==> src/rtl/cvm300_pkg.sv <==
// Shared definitions for the CVM300 capture sequencer: state encoding,
// default parameter values and a small constant helper.
package cvm300_pkg;

   // Sequencer states; the encoding is exported on state_dbg.
   typedef enum logic [3:0] {
      ST_SENSOR_RST = 4'd0,
      ST_IDLE       = 4'd1,
      ST_FIFO_RST   = 4'd2,
      ST_DELAY      = 4'd3,
      ST_FREQ       = 4'd4,
      ST_WAIT_FRAME = 4'd5,
      ST_DONE       = 4'd6
   } state_t;

   localparam int DEF_FRAME_CNT_W     = 8;
   localparam int DEF_DELAY_W         = 16;
   localparam int DEF_TIMEOUT_W       = 24;
   localparam int DEF_REQ_PULSE       = 1;
   localparam int DEF_FIFO_RST_CYCLES = 4;

   // Larger of two widths, used to size the shared phase timer.
   function automatic int max_int(input int a, input int b);
      return (a > b) ? a : b;
   endfunction

endpackage

==> src/rtl/pulse_timer.sv <==
// Loadable down-counter with a terminal flag. load has priority over counting;
// the counter parks at zero and done stays high until the next load.
module pulse_timer #(
   parameter int W = 16
) (
   input  logic         clk,
   input  logic         rst,
   input  logic         load,
   input  logic [W-1:0] load_val,
   output logic         done
);

   localparam logic [W-1:0] ONE = {{(W-1){1'b0}}, 1'b1};

   logic [W-1:0] cnt_r;

   // Load a new interval or count down towards zero.
   always_ff @(posedge clk or posedge rst) begin
      if (rst) begin
         cnt_r <= {W{1'b0}};
      end else if (load) begin
         cnt_r <= load_val;
      end else if (cnt_r != {W{1'b0}}) begin
         cnt_r <= cnt_r - ONE;
      end else begin
         cnt_r <= cnt_r;
      end
   end

   assign done = (cnt_r == {W{1'b0}});

endmodule

==> src/rtl/cvm300_capture_sequencer.sv <==
// CVM300 frame-capture sequencer: sensor reset release, FIFO reset pulse,
// settle delay, FRAME_REQ pulses for single/burst/continuous capture, with a
// per-frame timeout and status counters. One shared pulse_timer times every
// phase because only one phase is ever active.
module cvm300_capture_sequencer
   import cvm300_pkg::*;
#(
   parameter int FRAME_CNT_W     = DEF_FRAME_CNT_W,
   parameter int DELAY_W         = DEF_DELAY_W,
   parameter int TIMEOUT_W       = DEF_TIMEOUT_W,
   parameter int REQ_PULSE       = DEF_REQ_PULSE,
   parameter int FIFO_RST_CYCLES = DEF_FIFO_RST_CYCLES
) (
   input  logic                   FSM_Clk,
   input  logic                   reset,
   input  logic                   sys_rst_cmd,
   input  logic                   grab_cmd,
   input  logic                   abort,
   input  logic                   continuous,
   input  logic [FRAME_CNT_W-1:0] num_frames,
   input  logic [DELAY_W-1:0]     delay_cycles,
   input  logic [TIMEOUT_W-1:0]   timeout_cycles,
   input  logic                   frame_done,
   output logic                   sensor_res_n,
   output logic                   fifo_reset,
   output logic                   frame_req,
   output logic                   busy,
   output logic [FRAME_CNT_W-1:0] frames_captured,
   output logic                   timeout_err,
   output logic [3:0]             state_dbg
);

   localparam int TMR_W = max_int(DELAY_W, TIMEOUT_W);

   // Timer reload values: a load of N-1 keeps the phase for N cycles.
   localparam logic [TMR_W-1:0]       FIFO_LOAD   = TMR_W'(FIFO_RST_CYCLES - 1);
   localparam logic [TMR_W-1:0]       REQ_LOAD    = TMR_W'(REQ_PULSE - 1);
   localparam logic [TIMEOUT_W-1:0]   TIMEOUT_ONE = {{(TIMEOUT_W-1){1'b0}}, 1'b1};
   localparam logic [FRAME_CNT_W-1:0] FRAMES_ONE  = {{(FRAME_CNT_W-1){1'b0}}, 1'b1};
   localparam logic [FRAME_CNT_W-1:0] FRAMES_MAX  = {FRAME_CNT_W{1'b1}};

   state_t                 state_r;
   state_t                 next_state_s;

   logic                   grab_q_r;
   logic                   start_s;

   // Configuration captured at start
   logic                   continuous_r;
   logic [FRAME_CNT_W-1:0] eff_frames_r;
   logic [DELAY_W-1:0]     delay_r;
   logic [TIMEOUT_W-1:0]   timeout_r;

   // Registered outputs
   logic                   sensor_res_n_r;
   logic                   fifo_reset_r;
   logic                   frame_req_r;
   logic                   busy_r;
   logic [FRAME_CNT_W-1:0] frames_r;
   logic                   timeout_err_r;

   // Decode results for this cycle
   logic [FRAME_CNT_W:0]   frames_inc_s;
   logic                   last_frame_s;
   logic                   timeout_en_s;
   logic                   start_hit_s;
   logic                   frame_hit_s;
   logic                   timeout_hit_s;

   logic                   tmr_load_s;
   logic [TMR_W-1:0]       tmr_val_s;
   logic                   tmr_done_s;

   assign start_s      = grab_cmd & ~grab_q_r;
   assign frames_inc_s = {1'b0, frames_r} + {{FRAME_CNT_W{1'b0}}, 1'b1};
   assign timeout_en_s = (timeout_r != {TIMEOUT_W{1'b0}});
   // Continuous runs end on the frame that arrives after grab_cmd was dropped.
   assign last_frame_s = continuous_r ? ~grab_cmd
                                      : (frames_inc_s >= {1'b0, eff_frames_r});

   pulse_timer #(
      .W (TMR_W)
   ) u_timer (
      .clk      (FSM_Clk),
      .rst      (reset),
      .load     (tmr_load_s),
      .load_val (tmr_val_s),
      .done     (tmr_done_s)
   );

   // Next-state selection with sensor reset over abort over normal flow, plus
   // the timer reload for whichever timed phase is being entered.
   always_comb begin
      next_state_s  = state_r;
      start_hit_s   = 1'b0;
      frame_hit_s   = 1'b0;
      timeout_hit_s = 1'b0;
      tmr_load_s    = 1'b0;
      tmr_val_s     = {TMR_W{1'b0}};

      if (!sys_rst_cmd) begin
         next_state_s = ST_SENSOR_RST;
      end else if (abort && (state_r != ST_SENSOR_RST)) begin
         next_state_s = ST_IDLE;
      end else begin
         case (state_r)
            ST_SENSOR_RST: begin
               next_state_s = ST_IDLE;
            end
            ST_IDLE: begin
               if (start_s) begin
                  next_state_s = ST_FIFO_RST;
                  start_hit_s  = 1'b1;
               end else begin
                  next_state_s = ST_IDLE;
               end
            end
            ST_FIFO_RST: begin
               if (tmr_done_s) begin
                  next_state_s = ST_DELAY;
               end else begin
                  next_state_s = ST_FIFO_RST;
               end
            end
            ST_DELAY: begin
               if (tmr_done_s) begin
                  next_state_s = ST_FREQ;
               end else begin
                  next_state_s = ST_DELAY;
               end
            end
            ST_FREQ: begin
               if (tmr_done_s) begin
                  next_state_s = ST_WAIT_FRAME;
               end else begin
                  next_state_s = ST_FREQ;
               end
            end
            ST_WAIT_FRAME: begin
               // A frame landing on the expiry cycle still counts.
               if (frame_done) begin
                  frame_hit_s = 1'b1;
                  if (last_frame_s) begin
                     next_state_s = ST_DONE;
                  end else begin
                     next_state_s = ST_FREQ;
                  end
               end else if (timeout_en_s && tmr_done_s) begin
                  timeout_hit_s = 1'b1;
                  next_state_s  = ST_DONE;
               end else begin
                  next_state_s = ST_WAIT_FRAME;
               end
            end
            ST_DONE: begin
               next_state_s = ST_IDLE;
            end
            default: begin
               next_state_s = ST_SENSOR_RST;
            end
         endcase
      end

      if (next_state_s != state_r) begin
         case (next_state_s)
            ST_FIFO_RST: begin
               tmr_load_s = 1'b1;
               tmr_val_s  = FIFO_LOAD;
            end
            ST_DELAY: begin
               tmr_load_s = 1'b1;
               tmr_val_s  = TMR_W'(delay_r);
            end
            ST_FREQ: begin
               tmr_load_s = 1'b1;
               tmr_val_s  = REQ_LOAD;
            end
            ST_WAIT_FRAME: begin
               tmr_load_s = 1'b1;
               tmr_val_s  = timeout_en_s ? TMR_W'(timeout_r - TIMEOUT_ONE)
                                         : {TMR_W{1'b0}};
            end
            default: begin
               tmr_load_s = 1'b0;
               tmr_val_s  = {TMR_W{1'b0}};
            end
         endcase
      end else begin
         tmr_load_s = 1'b0;
         tmr_val_s  = {TMR_W{1'b0}};
      end
   end

   // State register and pin outputs, registered from the next state so each
   // pin changes on the same edge as the state it belongs to.
   always_ff @(posedge FSM_Clk or posedge reset) begin
      if (reset) begin
         state_r        <= ST_SENSOR_RST;
         grab_q_r       <= 1'b0;
         sensor_res_n_r <= 1'b0;
         fifo_reset_r   <= 1'b0;
         frame_req_r    <= 1'b0;
         busy_r         <= 1'b0;
      end else begin
         state_r        <= next_state_s;
         grab_q_r       <= grab_cmd;
         sensor_res_n_r <= (next_state_s != ST_SENSOR_RST);
         fifo_reset_r   <= (next_state_s == ST_FIFO_RST);
         frame_req_r    <= (next_state_s == ST_FREQ);
         busy_r         <= (next_state_s != ST_IDLE) && (next_state_s != ST_SENSOR_RST);
      end
   end

   // Capture configuration and clear status at start; afterwards count frames
   // (saturating) and record a timeout. Status survives sensor reset and abort.
   always_ff @(posedge FSM_Clk or posedge reset) begin
      if (reset) begin
         continuous_r  <= 1'b0;
         eff_frames_r  <= FRAMES_ONE;
         delay_r       <= {DELAY_W{1'b0}};
         timeout_r     <= {TIMEOUT_W{1'b0}};
         frames_r      <= {FRAME_CNT_W{1'b0}};
         timeout_err_r <= 1'b0;
      end else if (start_hit_s) begin
         continuous_r  <= continuous;
         eff_frames_r  <= (num_frames == {FRAME_CNT_W{1'b0}}) ? FRAMES_ONE : num_frames;
         delay_r       <= delay_cycles;
         timeout_r     <= timeout_cycles;
         frames_r      <= {FRAME_CNT_W{1'b0}};
         timeout_err_r <= 1'b0;
      end else begin
         if (frame_hit_s && (frames_r != FRAMES_MAX)) begin
            frames_r <= frames_inc_s[FRAME_CNT_W-1:0];
         end
         if (timeout_hit_s) begin
            timeout_err_r <= 1'b1;
         end
      end
   end

   assign sensor_res_n    = sensor_res_n_r;
   assign fifo_reset      = fifo_reset_r;
   assign frame_req       = frame_req_r;
   assign busy            = busy_r;
   assign frames_captured = frames_r;
   assign timeout_err     = timeout_err_r;
   assign state_dbg       = state_r;

endmodule
==> config.mk <==
export PLATFORM = sky130hd
export DESIGN_NAME = cvm300_capture_sequencer
export DESIGN_NICKNAME = d
export VERILOG_FILES = /design/src/rtl/cvm300_pkg.sv /design/src/rtl/pulse_timer.sv /design/src/rtl/cvm300_capture_sequencer.sv
export SDC_FILE = /design/constraint.sdc
export NUM_CORES = 1
export LEC_CHECK = 0
export BUFFER_PORTS_ARGS = -buffer_cell sky130_fd_sc_hd__buf_4
export CAP_MARGIN = 40
export CORE_ASPECT_RATIO = 1.75
export CORE_UTILIZATION = 40
export CTS_BUF_LIST = sky130_fd_sc_hd__clkbuf_16
export DETAILED_ROUTE_END_ITERATION = 8
export PLACE_DENSITY_LB_ADDON = 0.2
export SYNTH_ARGS = -nofsm -noshare
export SYNTH_HDL_FRONTEND = slang
export SYNTH_SLANG_ARGS = --single-unit
export TNS_END_PERCENT = 1
==> constraint.sdc <==
create_clock -name FSM_Clk -period 3.5 [get_ports FSM_Clk]
set_input_delay 0 -clock FSM_Clk [delete_from_list [all_inputs] [get_ports FSM_Clk]]
set_output_delay 0 -clock FSM_Clk [all_outputs]
set_load 0.02 [all_outputs]
==> summary.md, run 1 <==
| Metric | Value |
|---|---|
| Initial Util | `41.1%` |
| DR pass1 iterations | `4` |
| Grt ovf | `0` |
| Largest net degree at the start of global routing | `58` |
| Status | `complete, no violations` |
| FF-to-FF End | `u_timer.cnt_r[14]$_DFFE_PP0P_` |
| Global-route wire length before repair | `23,700 µm` |
| Cell Pwr Density | `615 mW/mm²` |
| Slew Limit Fails | `0` |
| Core footprint | `0.0129 mm²` |
| GRT met1 Usage | `25.3%` |
| CP arrival | `3570 ps` |
| Post-synth ARST share | `100%` |
| Grt peak-use layer | `met2` |
| DRT antenna net count | `0` |
| Most common cell after layout, fill and taps aside | `buf_4` |
| Chip width | `89.1 µm` |
| Worst slack, placed | `218 ps` |
| IO buf count | `70` |
| Max Cap Viol | `0` |
| Crit end category | `flop` |
| Sequential area share after synthesis | `42.4%` |
| Die height | `154 µm` |
| Number of I/O pins | `72` |
| Share of the synthesized area in the top cell type | `41.9%` |
| CTS tree | `done` |
| Worst slew pin tran | `701 ps` |
| Synth Warn # | `0` |
| Die footprint | `0.0138 mm²` |
| Area overhead of the layout relative to synthesis | `30.3%` |
| Register Area | `0.00225 mm²` |
| Final setup viols | `0` |
| Vias/cell | `5.41` |
| M2 GR Usage | `40.6%` |
| Cell taking the most area after synthesis | `dfrtp_1` |
| Hold WS | `112 ps` |
| Routed vias | `4,776` |
| Max VDD drop | `0.000330 V` |
| Max Buffers Root-to-Sink | `2` |
| PnR Total Power | `4.25 mW` |
| Synth area leaders | `dfrtp_1 (42%), o21ai_0 (6.4%), mux2_2 (4.9%)` |
| GP Congestion | `0.962` |
| DRT iter0 DRCs | `293` |
| Worst-Skew Late Latency | `340 ps` |
| Final worst-path cycle share | `94.6%` |
| Cell area after synthesis | `0.00531 mm²` |
| Reg2reg path depth | `10` |
| Critical path class | `flop to flop` |
| Setup slack, reg-to-reg | `190 ps` |
| Worst Skew | `5.93 ps` |
| N_diodes | `0` |
| Hold Fails Final Rpt | `0` |
| Final WS setup | `190 ps` |
| GRT Total Usage | `22.8%` |
| Flops & latches, synth | `90` |
| Syn Area/Cell | `9.13 µm²` |
| # nets final | `774` |
| Clock H-tree levels | `3` |
| Max_slew headroom | `53.3%` |
| Synth cell types | `63` |
| Post-synth EDFFs | `0` |
| Ys flop type | `dfrtp_1` |
| Syn Nets | `650` |
| Fin crit period | `3310 ps` |
| RSZ-0062 raised after global routing | `no` |
| Vias in the first global route | `4,815` |
| CTS Buf Count | `9` |
| Worst r2r src | `u_timer.cnt_r[4]$_DFFE_PP0P_` |
| Crit path max fanout | `22` |
| Peak Freq | `302 MHz` |
| Post-DP HPWL | `10,900 µm` |
| Reg clk slew, reported paths | `70 ps` |
| Post-Syn Instances | `582` |
| Initial antenna violation count | `0` |
| Critical path origin | `u_timer.cnt_r[4]$_DFFE_PP0P_` |
| Worst setup SP type | `flop` |
| Routed wire length | `14,700 µm` |
| Fill cell count | `1,253` |
| Most frequent cells in the layout | `buf_4 (91), dfrtp_1 (89), o21ai_0 (68), nand2_1 (62), dlygate4sd3_1 (51)` |
| Crit path to | `u_timer.cnt_r[14]$_DFFE_PP0P_` |
| Multi-input combinational cell area | `0.00281 mm²` |
| Rows | `55` |
| Sink Count | `90` |
| CTS root buffer | `clkbuf_16` |
| Met3 Use GR | `2.83%` |
| Final routed DRC violation total | `0` |
| Final core occ | `53.5%` |
| Setup_tns | `0 ps` |
| Share of layout cells above drive strength 1 | `21.4%` |
| Hold Path Class | `input pin to asynchronous set/reset pin` |
| Leakage power | `2.98 nW` |
| Worst Path Required | `3760 ps` |
| Wire per inst | `16.7 µm` |
==> worst min path at each step <==
stage,from,to,slack (ps),depth (start not counted)
after floorplan,grab_cmd,grab_q_r$_DFF_PP0_,30,0
after CTS,reset,delay_r[14]$_DFFE_PP0P_,110,3
after detailed placement,reset,delay_r[14]$_DFFE_PP0P_,-80,2
after global placement,reset,delay_r[14]$_DFFE_PP0P_,-80,2
final,reset,delay_r[14]$_DFFE_PP0P_,110,3
after global routing,reset,delay_r[14]$_DFFE_PP0P_,140,3
==> cell usage after synthesis, types with 2 or more instances <==
master / instances
a21oi_1: 23
and2_1: 2
nor4_2: 3
a22oi_1: 3
mux2_2: 23
or3_1: 2
nor4b_1: 2
xnor2_1: 21
o2bb2ai_1: 2
nor3_1: 29
nand2_1: 62
or4_1: 4
nand3_1: 6
a31o_2: 3
xor2_1: 25
nor4_1: 28
a31oi_1: 2
nand4_1: 6
inv_1: 34
o21ai_0: 68
buf_4: 2
nand3b_1: 3
buf_2: 9
clkbuf_1: 18
o21a_1: 2
nand2b_1: 7
a211oi_1: 6
o31ai_1: 3
or2_2: 3
nor2b_1: 5
o22ai_1: 3
mux2i_1: 9
nor2_1: 34
ha_1: 13
dfrtp_1: 89
==> kinds of logic (layout without fill, tap and decap cells) <==
kind of cell	count (synthesis)	after routing	synth area share (%)
simple gates	206	206	20.2
compound gates	129	129	14.8
flops	90	90	42.4
buf+inv	63	192	4.80
xor+xnor	46	46	7.58
mux	33	33	6.85
fa+ha+maj	14	14	3.25
other cells	1	1	0.0706
==> critical path, stage by stage (launching register included) <==
cell	delay [ps]
dfrtp_1	420
nor4_1	630
and4_1	470
a21oi_1	120
a211oi_2	320
o21ai_4	110
buf_4	190
buf_4	210
nor3_1	370
o21ai_0	180
a21oi_1	190
==> per-layer routing <==
layer | part of all wire [%] | vias to the layer above
met1 | 38 | 2300
met2 | 54 | 128
met4 | 4.7 | 0
li1 | - | 2308
met5 | 0 | -
met3 | 3.4 | 40
==> power breakdown <==
group / switching [mW] / internal (mW) / leakage (nW)
clock: 0.422 / 0.626 / 0.160
combinational: 0.757 / 0.659 / 1.69
sequential: 0.364 / 1.43 / 1.13
==> area by class of cell <==
| class | instances | share of cell area [%] |
|---|---|---|
| clock inverters | 7 | 1.34 |
| repair buffers | 142 | 17.2 |
| well taps | 171 | 3.09 |
| inverters | 34 | 1.86 |
| flip-flops and latches | 90 | 32.6 |
| clock buffers | 9 | 3.25 |
| multi-input cells | 429 | 40.7 |
==> stage by stage <==
stage,cell area [µm²],std cells
after floorplan,5310,582
after global placement,6090,814
after detailed placement,6090,814
after CTS,6910,881
after global routing,6920,882
final,6920,882
==> flip-flops by register name, indices dropped and copies added, names as in the netlist <==
signal,cells
timeout_r,24
u_timer.cnt_r,24
delay_r,16
eff_frames_r,8
frames_captured,8
state_dbg,3
busy,1
continuous_r,1
fifo_reset,1
frame_req,1
grab_q_r,1
sensor_res_n,1
timeout_err,1
==> repair_timing <==
item                       CTS  global route
gates resized for setup      0             0
hold buffers                51             0
hold endpoints to repair    87             0
setup endpoints to repair    0            19
buffers inserted             0             1
Note: power is estimated with default switching activity, not from simulation.
==> run 2, diff against run 1 <==
--- a/config.mk
+++ b/config.mk
@@ -5,6 +5,7 @@
 export SDC_FILE = /design/constraint.sdc
 export NUM_CORES = 1
 export LEC_CHECK = 0
+export ABC_AREA = 1
 export BUFFER_PORTS_ARGS = -buffer_cell sky130_fd_sc_hd__buf_4
 export CAP_MARGIN = 40
 export CORE_ASPECT_RATIO = 1.75
==> run 2 against run 1 <==
Effect of this change: non-clock buffer count decreased by 16; largest cell class unchanged; largest power group unchanged; synthesized cell count increased by 27%; combinational power about the same.
==> summary.md, run 2 <==
| Metric | Value |
|---|---|
| Area overhead of the layout relative to synthesis | `26.4%` |
| Die height | `158 µm` |
| Share of the synthesized area in the top cell type | `39.9%` |
| Reg clk slew, reported paths | `60 ps` |
| GRT Total Usage | `21.3%` |
| Fin crit period | `3140 ps` |
| Most used cell, CP | `nand2_1` |
| Crit end category | `flop` |
| Post-synth EDFFs | `0` |
| Peak Freq | `318 MHz` |
| Setup bufs post-CTS | `0` |
| Final setup viols | `0` |
| Leakage power | `3.57 nW` |
| Top Registers | `timeout_r: 24 flops, u_timer.cnt_r: 24 flops, delay_r: 16 flops` |
| Cells after DPL | `973` |
| Vias/cell | `4.87` |
| N_diodes | `0` |
| Initial Util | `41.3%` |
| Worst Path Required | `3780 ps` |
| Die footprint | `0.0145 mm²` |
| Setup slack, reg-to-reg | `360 ps` |
| Post-synth ARST share | `100%` |
| Crit path to | `u_timer.cnt_r[0]$_DFFE_PP0P_` |
| Grt ovf | `0` |
| Multi-input combinational cell area | `0.00289 mm²` |
| Hold Path Class | `input pin to flop` |
| Final worst-path cycle share | `89.9%` |
| CP arrival | `3420 ps` |
| Most common cell after layout, fill and taps aside | `nand2_1` |
| Sequential area share after synthesis | `40.4%` |
| Vias in the first global route | `5,158` |
| Largest net degree at the start of global routing | `61` |
| Wire per inst | `13.9 µm` |
| Ys flop type | `dfrtp_1` |
| CTS tree | `done` |
| # nets final | `930` |
| Clock H-tree levels | `3` |
| Commonest cells post-synth | `nand2_1 (242), dfrtp_1 (89), inv_1 (85), nor2_1 (62), o21ai_0 (40)` |
| Hold wc startpoint | `sys_rst_cmd` |
| Initial antenna violation count | `0` |
| FF-to-FF End | `u_timer.cnt_r[0]$_DFFE_PP0P_` |
| Max VDD drop | `0.000357 V` |
| Max_slew headroom | `49.3%` |
| Crit path max fanout | `25` |
| Worst slew pin tran | `754 ps` |
| Status | `complete, no violations` |
| Max Buffers Root-to-Sink | `2` |
| Most frequent cells in the layout | `nand2_1 (242), dfrtp_1 (89), inv_1 (84), buf_4 (73), nor2_1 (61)` |
| Share of layout cells above drive strength 1 | `17.1%` |
| Cell area after synthesis | `0.00558 mm²` |
| Register Area | `0.00225 mm²` |
| Core footprint | `0.0135 mm²` |
| Critical path, cell by cell | `ha_1 > nand3_1 > xor2_1 > ha_1 > nand2_1 > nor2_1 > nand2_1 > nand3_1 > nand2_1 > nand2_1 > nand2_1 > nand2_1 > nand2_1 > nand2_1 > nand2_2 > nand2_4 > nand2_4 > nand2_2 > nand3_4 > nand2_8 > nand2_4 > inv_4 > nand2_1 > nand2_1` |
| IO buf count | `70` |
| Routed vias | `5,066` |
| Post-DP HPWL | `11,200 µm` |
| DRT antenna net count | `0` |
| Rows | `56` |
| PnR Total Power | `3.94 mW` |
| Hold WS | `26.1 ps` |
| GP Congestion | `0.869` |
| Largest stage delay, worst path | `430 ps` |
| CTS root buffer | `clkbuf_16` |
| Syn Nets | `810` |
| Cell taking the most area after synthesis | `dfrtp_1` |
| Fill cell count | `1,287` |
| Worst r2r src | `frames_captured[0]$_DFFE_PP0P_` |
| Syn Area/Cell | `7.53 µm²` |
| CTS Buf Count | `9` |
| Worst setup SP type | `flop` |
| Critical path class | `flop to flop` |
| Flops & latches, synth | `90` |
| Routed wire length | `14,500 µm` |
| Final non-filler cell total | `1,040` |
| Max Cap Viol | `0` |
| Slew Limit Fails | `0` |
| Cell Pwr Density | `558 mW/mm²` |
| Synth area leaders | `dfrtp_1 (40%), nand2_1 (16%), xor2_1 (5.8%)` |
| Worst-Skew Late Latency | `340 ps` |
| Chip width | `91.3 µm` |
| DR pass1 iterations | `4` |
| Sink Count | `90` |
| Worst Skew | `7.88 ps` |
| Setup_tns | `0 ps` |
| Post-Syn Instances | `742` |
| Synth Warn # | `0` |
| DRT iter0 DRCs | `210` |
| Reg2reg path depth | `24` |
| RSZ-0062 raised after global routing | `no` |
| Global-route wire length before repair | `24,200 µm` |
| Hold Fails Final Rpt | `0` |
| Synth cell types | `44` |
| Slowest CP cell | `dfrtp_1` |
| Critical path origin | `frames_captured[0]$_DFFE_PP0P_` |
| Number of I/O pins | `72` |
| Most common cell in the netlist | `nand2_1` |
| Final routed DRC violation total | `0` |
-- run 2: worst min-delay path by stage --
stage	to	cells after the start	slack, ps
floorplan	grab_q_r$_DFF_PP0_	0	30
global placement	u_timer.cnt_r[20]$_DFFE_PP0P_	2	90
detailed placement	u_timer.cnt_r[20]$_DFFE_PP0P_	2	90
CTS	sensor_res_n$_DFF_PP0_	3	10
finish	sensor_res_n$_DFF_PP0_	3	30
global route	sensor_res_n$_DFF_PP0_	3	20
-- run 2: what timing repair did --
action | 4_1_cts | 5_1_grt
resized for setup | 0 | 0
hold buffers | 52 | 0
endpoints found under the hold margin | 85 | 0
-- run 2: worst max-delay path: cells and delay by family (launching register included) --
family | cells | cell delay, ps
XOR/XNOR | 1 | 190
adder cells (fa/ha/maj) | 2 | 520
buffers and inverters | 1 | 190
flip-flops | 1 | 430
AND/OR/NAND/NOR | 20 | 1750
-- run 2: metrics by stage --
step / area, µm² / setup slack [ps] / utilization, %
after CTS: 7060 / 332 / 52.2
after floorplan: 5580 / 690 / -
final: 7060 / 355 / 52.2
after global placement: 6250 / 493 / 46.2
after global routing: 7060 / 43.6 / 52.2
after detailed placement: 6270 / 372 / 46.4
-- run 2: layer usage --
metal | vias to the layer above | track usage [%] | share of wire (%)
met5 | - | 0 | 0
met4 | 0 | 12.1 | 4.3
met3 | 33 | 2.77 | 2.4
met2 | 94 | 39.7 | 54
met1 | 2355 | 23.2 | 39
li1 | 2584 | - | -
-- run 2: report_power, final --
group | leakage [nW] | internal [mW] | switching [mW]
combinational | 2.30 | 0.577 | 0.841
clock | 0.128 | 0.472 | 0.394
sequential | 1.13 | 1.36 | 0.291
total | 3.57 | 2.41 | 1.53
-- run 2: area by class of cell --
cell class | count | area share, %
well taps | 174 | 3.09
flip-flops and latches | 90 | 31.9
multi-input cells | 545 | 40.9
inverters | 90 | 4.86
clock buffers | 9 | 3.19
clock inverters | 6 | 0.497
repair buffers | 126 | 15.5
-- run 2: kinds of logic after synthesis --
logic type / share of synthesized area [%]
and+or+nand+nor: 34.1
xor gates and xnor gates: 6.74
other: 0.0672
buffers and inverters: 8.11
AOI/OAI and AO/OA: 7.75
adders and majority gates: 2.91
DFF: 40.4
